==> src/rtl/avst_pkt_sink.sv <==
// rtl/avst_pkt_sink.sv - Avalon-ST packet sink with framing checks, beat checksum and statistics
module avst_pkt_sink #(
    parameter int DATA_W  = 32,
    parameter int EMPTY_W = 2,
    parameter int MAX_LEN = 1518,
    parameter int CNT_W   = 32
) (
    input  logic               clk,
    input  logic               reset,
    input  logic [DATA_W-1:0]  in_data,
    input  logic               in_sop,
    input  logic               in_eop,
    input  logic [EMPTY_W-1:0] in_empty,
    input  logic               in_valid,
    output logic               in_ready,
    input  logic               stall,
    output logic               pkt_done,
    output logic [15:0]        pkt_len,
    output logic [DATA_W-1:0]  pkt_xsum,
    output logic               pkt_err,
    output logic [2:0]         err_code,
    output logic [CNT_W-1:0]   pkt_count,
    output logic [CNT_W-1:0]   err_count,
    output logic [CNT_W-1:0]   byte_count
);
    localparam int LEN_W = 17;
    localparam int BPB   = DATA_W / 8;
    localparam int SUM_W = ((CNT_W > 16) ? CNT_W : 16) + 1;
    localparam logic [LEN_W-1:0] MAX_L   = LEN_W'(MAX_LEN);
    localparam logic [CNT_W-1:0] CNT_MAX = {CNT_W{1'b1}};

    localparam logic [2:0] ERR_NO_SOP   = 3'd1;
    localparam logic [2:0] ERR_SOP      = 3'd2;
    localparam logic [2:0] ERR_OVERSIZE = 3'd3;
    localparam logic [2:0] ERR_EMPTY    = 3'd4;

    typedef enum logic [1:0] {
        IDLE,
        IN_PKT,
        DROP
    } state_t;

    state_t            state_q, state_d;
    logic [LEN_W-1:0]  beats_q, beats_d, beats_new;
    logic [LEN_W-1:0]  run_len, fin_len, len_c;
    logic [DATA_W-1:0] xsum_q, xsum_d, xsum_new;
    logic              accept, done_c, err_c;
    logic [2:0]        code_c;
    logic [SUM_W-1:0]  byte_sum;

    always_comb begin
        state_d   = state_q;
        beats_d   = beats_q;
        xsum_d    = xsum_q;
        done_c    = 1'b0;
        err_c     = 1'b0;
        code_c    = 3'd0;
        len_c     = '0;
        accept    = in_valid && in_ready;
        beats_new = in_sop ? LEN_W'(1) : beats_q + LEN_W'(1);
        xsum_new  = in_sop ? in_data : (xsum_q ^ in_data);
        run_len   = beats_new * LEN_W'(BPB);
        fin_len   = run_len - LEN_W'(in_empty);

        if (accept) begin
            if (!in_sop && state_q != IN_PKT) begin
                if (state_q == IDLE) begin
                    err_c  = 1'b1;
                    code_c = ERR_NO_SOP;
                end
                state_d = in_eop ? IDLE : DROP;
            end else begin
                // A sop inside an open packet reports that packet first; the
                // code of any fault in the new packet is then not reported.
                if (in_sop && state_q == IN_PKT) begin
                    err_c  = 1'b1;
                    code_c = ERR_SOP;
                end
                beats_d = beats_new;
                xsum_d  = xsum_new;
                if (in_eop) begin
                    state_d = IDLE;
                    if (fin_len > MAX_L) begin
                        code_c = err_c ? code_c : ERR_OVERSIZE;
                        err_c  = 1'b1;
                    end else begin
                        done_c = 1'b1;
                        len_c  = fin_len;
                    end
                end else if (in_empty != '0) begin
                    code_c  = err_c ? code_c : ERR_EMPTY;
                    err_c   = 1'b1;
                    state_d = DROP;
                end else if (run_len > MAX_L) begin
                    code_c  = err_c ? code_c : ERR_OVERSIZE;
                    err_c   = 1'b1;
                    state_d = DROP;
                end else begin
                    state_d = IN_PKT;
                end
            end
        end

        byte_sum = SUM_W'(byte_count) + SUM_W'(len_c);
    end

    always_ff @(posedge clk) begin
        if (reset) begin
            state_q <= IDLE;
            beats_q <= '0;
            xsum_q  <= '0;
        end else begin
            state_q <= state_d;
            beats_q <= beats_d;
            xsum_q  <= xsum_d;
        end
    end

    always_ff @(posedge clk) begin
        if (reset) begin
            in_ready   <= 1'b0;
            pkt_done   <= 1'b0;
            pkt_err    <= 1'b0;
            err_code   <= 3'd0;
            pkt_len    <= '0;
            pkt_xsum   <= '0;
            pkt_count  <= '0;
            err_count  <= '0;
            byte_count <= '0;
        end else begin
            in_ready <= !stall;
            pkt_done <= done_c;
            pkt_err  <= err_c;
            if (done_c) begin
                pkt_len  <= len_c[15:0];
                pkt_xsum <= xsum_d;
                if (pkt_count != CNT_MAX) begin
                    pkt_count <= pkt_count + CNT_W'(1);
                end
                byte_count <= (byte_sum > SUM_W'(CNT_MAX)) ? CNT_MAX : byte_sum[CNT_W-1:0];
            end
            if (err_c) begin
                err_code <= code_c;
                if (err_count != CNT_MAX) begin
                    err_count <= err_count + CNT_W'(1);
                end
            end
        end
    end

endmodule

==> config.mk <==
export PLATFORM = sky130hd
export DESIGN_NAME = avst_pkt_sink
export DESIGN_NICKNAME = d
export VERILOG_FILES = /design/src/rtl/avst_pkt_sink.sv
export SDC_FILE = /design/constraint.sdc
export NUM_CORES = 1
export LEC_CHECK = 0
export ABC_AREA = 0
export BUFFER_PORTS_ARGS = -buffer_cell sky130_fd_sc_hd__buf_4
export CELL_PAD_IN_SITES_DETAIL_PLACEMENT = 1
export CELL_PAD_IN_SITES_GLOBAL_PLACEMENT = 2
export CORE_MARGIN = 1.5
export CORE_UTILIZATION = 29
export DETAILED_ROUTE_END_ITERATION = 7
export PLACE_DENSITY = 0.8
export SLEW_MARGIN = 20
export SYNTH_ARGS = -nofsm -noshare
export SYNTH_HDL_FRONTEND = slang
export SYNTH_SLANG_ARGS = --single-unit
==> constraint.sdc <==
create_clock -name clk -period 5.5 [get_ports clk]
set_clock_uncertainty 0.1 [all_clocks]
set_input_delay 0.55 -clock clk [delete_from_list [all_inputs] [get_ports clk]]
set_output_delay 0.55 -clock clk [all_outputs]
set_load 0.02 [all_outputs]
==> out/results.tsv <==
stage	metric	value	unit
clocking	clk slew on worst S/H paths	0.08	ns
timing	Tmin final	5.29	ns
power	pwr dens	226	nW/um^2
routing	Via density	5.06	
final_layout	Final #Nets	1506	
die	Core Area	33600	um^2
routing	met2 WL post-DR	15200	um
global_routing	antenna violations before repair	0	
worst_setup_path	CP top delay family	simple AND/OR/NAND/NOR gates	
routing	drt wl/cell	16.6	um
routing	Met1 Routed Length	14500	um
worst_setup_path	Worst EP arrival	5.57	ns
flow_run	Max-Cap Viols	0	
worst_setup_path	Max stage delay on crit path	0.40	ns
die	Initial Util	0.296	
routing	highest metal used	met4	
hold_path	Worst Hold Class	input port to flop	
worst_setup_path	CP Max Fanout	8	
die	DIE AREA	35400	um^2
synth	synth top area cells	dfxtp_1 (40%), nor2_1 (7.4%), nand2_1 (5.5%)	
clocking	clock buffer depth	2	
power	LEAKAGE	5.18	nW
timing	Fmax	189	MHz
synth	post-synth top area cell	dfxtp_1	
clocking	H-tree Lvls	4	
synth	Cell variety after synth	70	
global_routing	global-route wire length before repair	50500	um
synth	top-count cell post-synth	dfxtp_1	
final_layout	share of layout cells above drive strength 1	0.267	
synth	ys async rst share	0	
synth	Synth Area in Adders	0.0297	
power	P_sw	0.795	mW
global_routing	GR Overflow Total	0	
power	worst vdd ir	0.215	mV
timing	Slew Limit Fails	0	
power	Reg power frac	0.490	
synth	Avg Inst Size Synth	8.09	um^2
synth	most frequent cells after synthesis	dfxtp_1 (199), nor2_1 (196), nand2_1 (147)	
placement	RD Place Congestion	0.828	
die	die width	188	um
synth	Simple-Gate Fraction of Synth Area	0.279	
timing	Max-Slew Margin vs Limit	0.348	
timing	Fin. Hold Viols	0	
worst_setup_path	R2R Setup Slk	0.21	ns
clocking	clk_lat worst skew	0.45	ns
timing	crit share post-route	0.962	
final_layout	Final Util	0.394	
placement	I/O Buffers	189	
worst_setup_path	Crit. End Element	flop	
synth	post-synthesis compound-gate area fraction	0.148	
die	Core Rows	67	
run_status	status	complete, no violations	
synth	Yosys warning total	0	
synth	post-synthesis sequential area ratio	0.400	
worst_setup_path	CP required	5.78	ns
power	Comb pwr share	0.065	
global_routing	Global Route Usage Sum	0.175	
die	chip height	188	um
clocking	clk root buf	clkbuf_16	
clocking	clk sinks	199	
synth	Cells after Synth	1230	
power	sw frac	0.266	
worst_setup_path	Crit-path slowest cell	or3_4	
power	Clk pwr share	0.445	
global_routing	largest net degree at the start of global routing	123	
timing	setup tns final	0	ns
final_layout	Layout area overhead	33.0	%
clocking	TritonCTS clock tree	done	
timing	endpoints failing setup	0	
synth	main combinational cell family by area after synthesis	simple AND/OR/NAND/NOR gates	
die	IO Count	190	
placement	placed wire-length estimate	22100	um
timing	actual slew at the worst max-slew pin	0.978	ns
routing	Residual DRC	0	
routing	met3 wire len	1560	um
routing	DR iter-0 viols	430	
routing	Pre-antenna DRT Iters	4	
routing	Vias	9625	
synth	EDFF count, synth	0	
routing	post-route ant nets	0	
synth	Yosys reg bits	199	
clocking	CTS buffer count	17	
synth	Yosys top cell area share	0.400	
routing	DRT Wirelength	31600	um
worst_setup_path	critical path class	flop to flop	
power	Int Power	2.19	mW
synth	XOR/XNOR Fraction of Synth Area	0.0783	
worst_setup_path	element type at the critical path start	flop	
timing	RSZ-0062 raised after global routing	true	
synth	Primary FF master, synth	dfxtp_1	
synth	mux cell area share after synthesis	0.0225	
global_routing	vias in the first global route	9616	
synth	Synth Cell Area	9950	um^2
worst_setup_path	Crit path buffers/inverters	5	
final_layout	ant diodes	0	
worst paths after layout:
kind / from / to / depth (start not counted)
max: beats_q[0] / byte_count[7] / 26
min: stall / in_ready / 2
max reg2reg: beats_q[0] / byte_count[7] / 26
min reg2reg: pkt_len[9] / pkt_len[9] / 2
timing repair:
| item | CTS | global route |
|---|---|---|
| hold buffers | 0 | 0 |
| pin swaps | 3 | 32 |
| endpoints found under the hold margin | 0 | 0 |
| gates cloned | 0 | 1 |
| buffers inserted | 3 | 12 |
| resized for setup | 12 | 66 |
| setup endpoints to repair | 29 | 32 |
registers in the layout (all words and copies together), names as in the netlist:
signal / cells
byte_count: 32
err_count: 32
pkt_count: 32
pkt_xsum: 32
xsum_q: 32
pkt_len: 16
beats_q: 15
err_code: 3
state_q: 2
in_ready: 1
pkt_done: 1
pkt_err: 1
kinds of logic after synthesis:
logic type / after synthesis
mux: 19
xor+xnor: 89
fa+ha+maj: 23
flops: 199
compound gates: 223
buf+inv: 95
simple gates: 581
other cells: 1
power groups by stage:
stage               clock network [mW]  registers (mW)  logic [mW]
finish                            1.33            1.46       0.193
global route                      1.44            1.47       0.213
CTS                               1.38            1.47       0.191
detailed placement                   0            1.50       0.189
global placement                     0            1.50       0.187
floorplan                            0            1.51      0.0992
final cells by class:
| class | instances | area [um^2] |
|---|---|---|
| Tap cell | 448 | 561 |
| Clock buffer | 17 | 425 |
| Timing Repair Buffer | 262 | 2040 |
| Clock inverter | 15 | 201 |
| Inverter | 22 | 82.6 |
| Fill cell | 4031 | 20400 |
| Sequential cell | 199 | 4000 |
| Multi-Input combinational cell | 941 | 5930 |
metal layers:
layer,vias up,track usage
li1,4736,-
met4,0,0.0462
met3,21,0.0410
met1,4700,0.230
met2,168,0.288
met5,-,0
cell usage in the layout, fill, tap and decap left out, types with 4 or more instances in the layout:
cell / synthesis / layout
mux2_2: 5 / 4
mux2i_1: 10 / 8
a211oi_1: 45 / 43
nor2b_1: 21 / 20
nand4_1: 35 / 35
nand2_1: 147 / 144
o31ai_1: 7 / 6
or3_1: 20 / 18
dfxtp_2: 0 / 5
ha_1: 22 / 19
and3_1: 22 / 18
nand3_1: 48 / 47
xor2_1: 30 / 29
and4_1: 6 / 6
clkbuf_16: 0 / 18
o21ai_1: 0 / 4
buf_4: 3 / 253
a21o_1: 11 / 11
o21ai_0: 31 / 26
clkinv_8: 0 / 5
or2_2: 6 / 6
nor4_1: 9 / 6
nor2_1: 196 / 193
conb_1: 1 / 6
xnor2_1: 59 / 59
o22ai_2: 0 / 8
a21oi_1: 69 / 65
nor3_2: 1 / 4
dfxtp_1: 199 / 192
nand2b_1: 4 / 4
inv_1: 22 / 20
o22ai_1: 16 / 8
or4_1: 11 / 11
buf_6: 2 / 5
a311oi_2: 0 / 5
mux2_4: 3 / 4
a21oi_2: 0 / 4
nor3_1: 28 / 23
a311oi_1: 10 / 5
and2_1: 13 / 11
through the flow:
stage,power (mW),instance area (um^2),instances,setup slack [ns],hold slack (ns)
floorplan,1.61,10000,1235,0.00159,0.336
global placement,1.69,12200,1856,-0.0612,0.345
detailed placement,1.69,12200,1856,-0.273,0.351
CTS,3.04,12900,1891,0.0111,0.113
global route,3.12,13200,1904,-0.0904,0.139
finish,2.99,13200,1904,0.209,0.143
(Power assumes the default switching activity.)
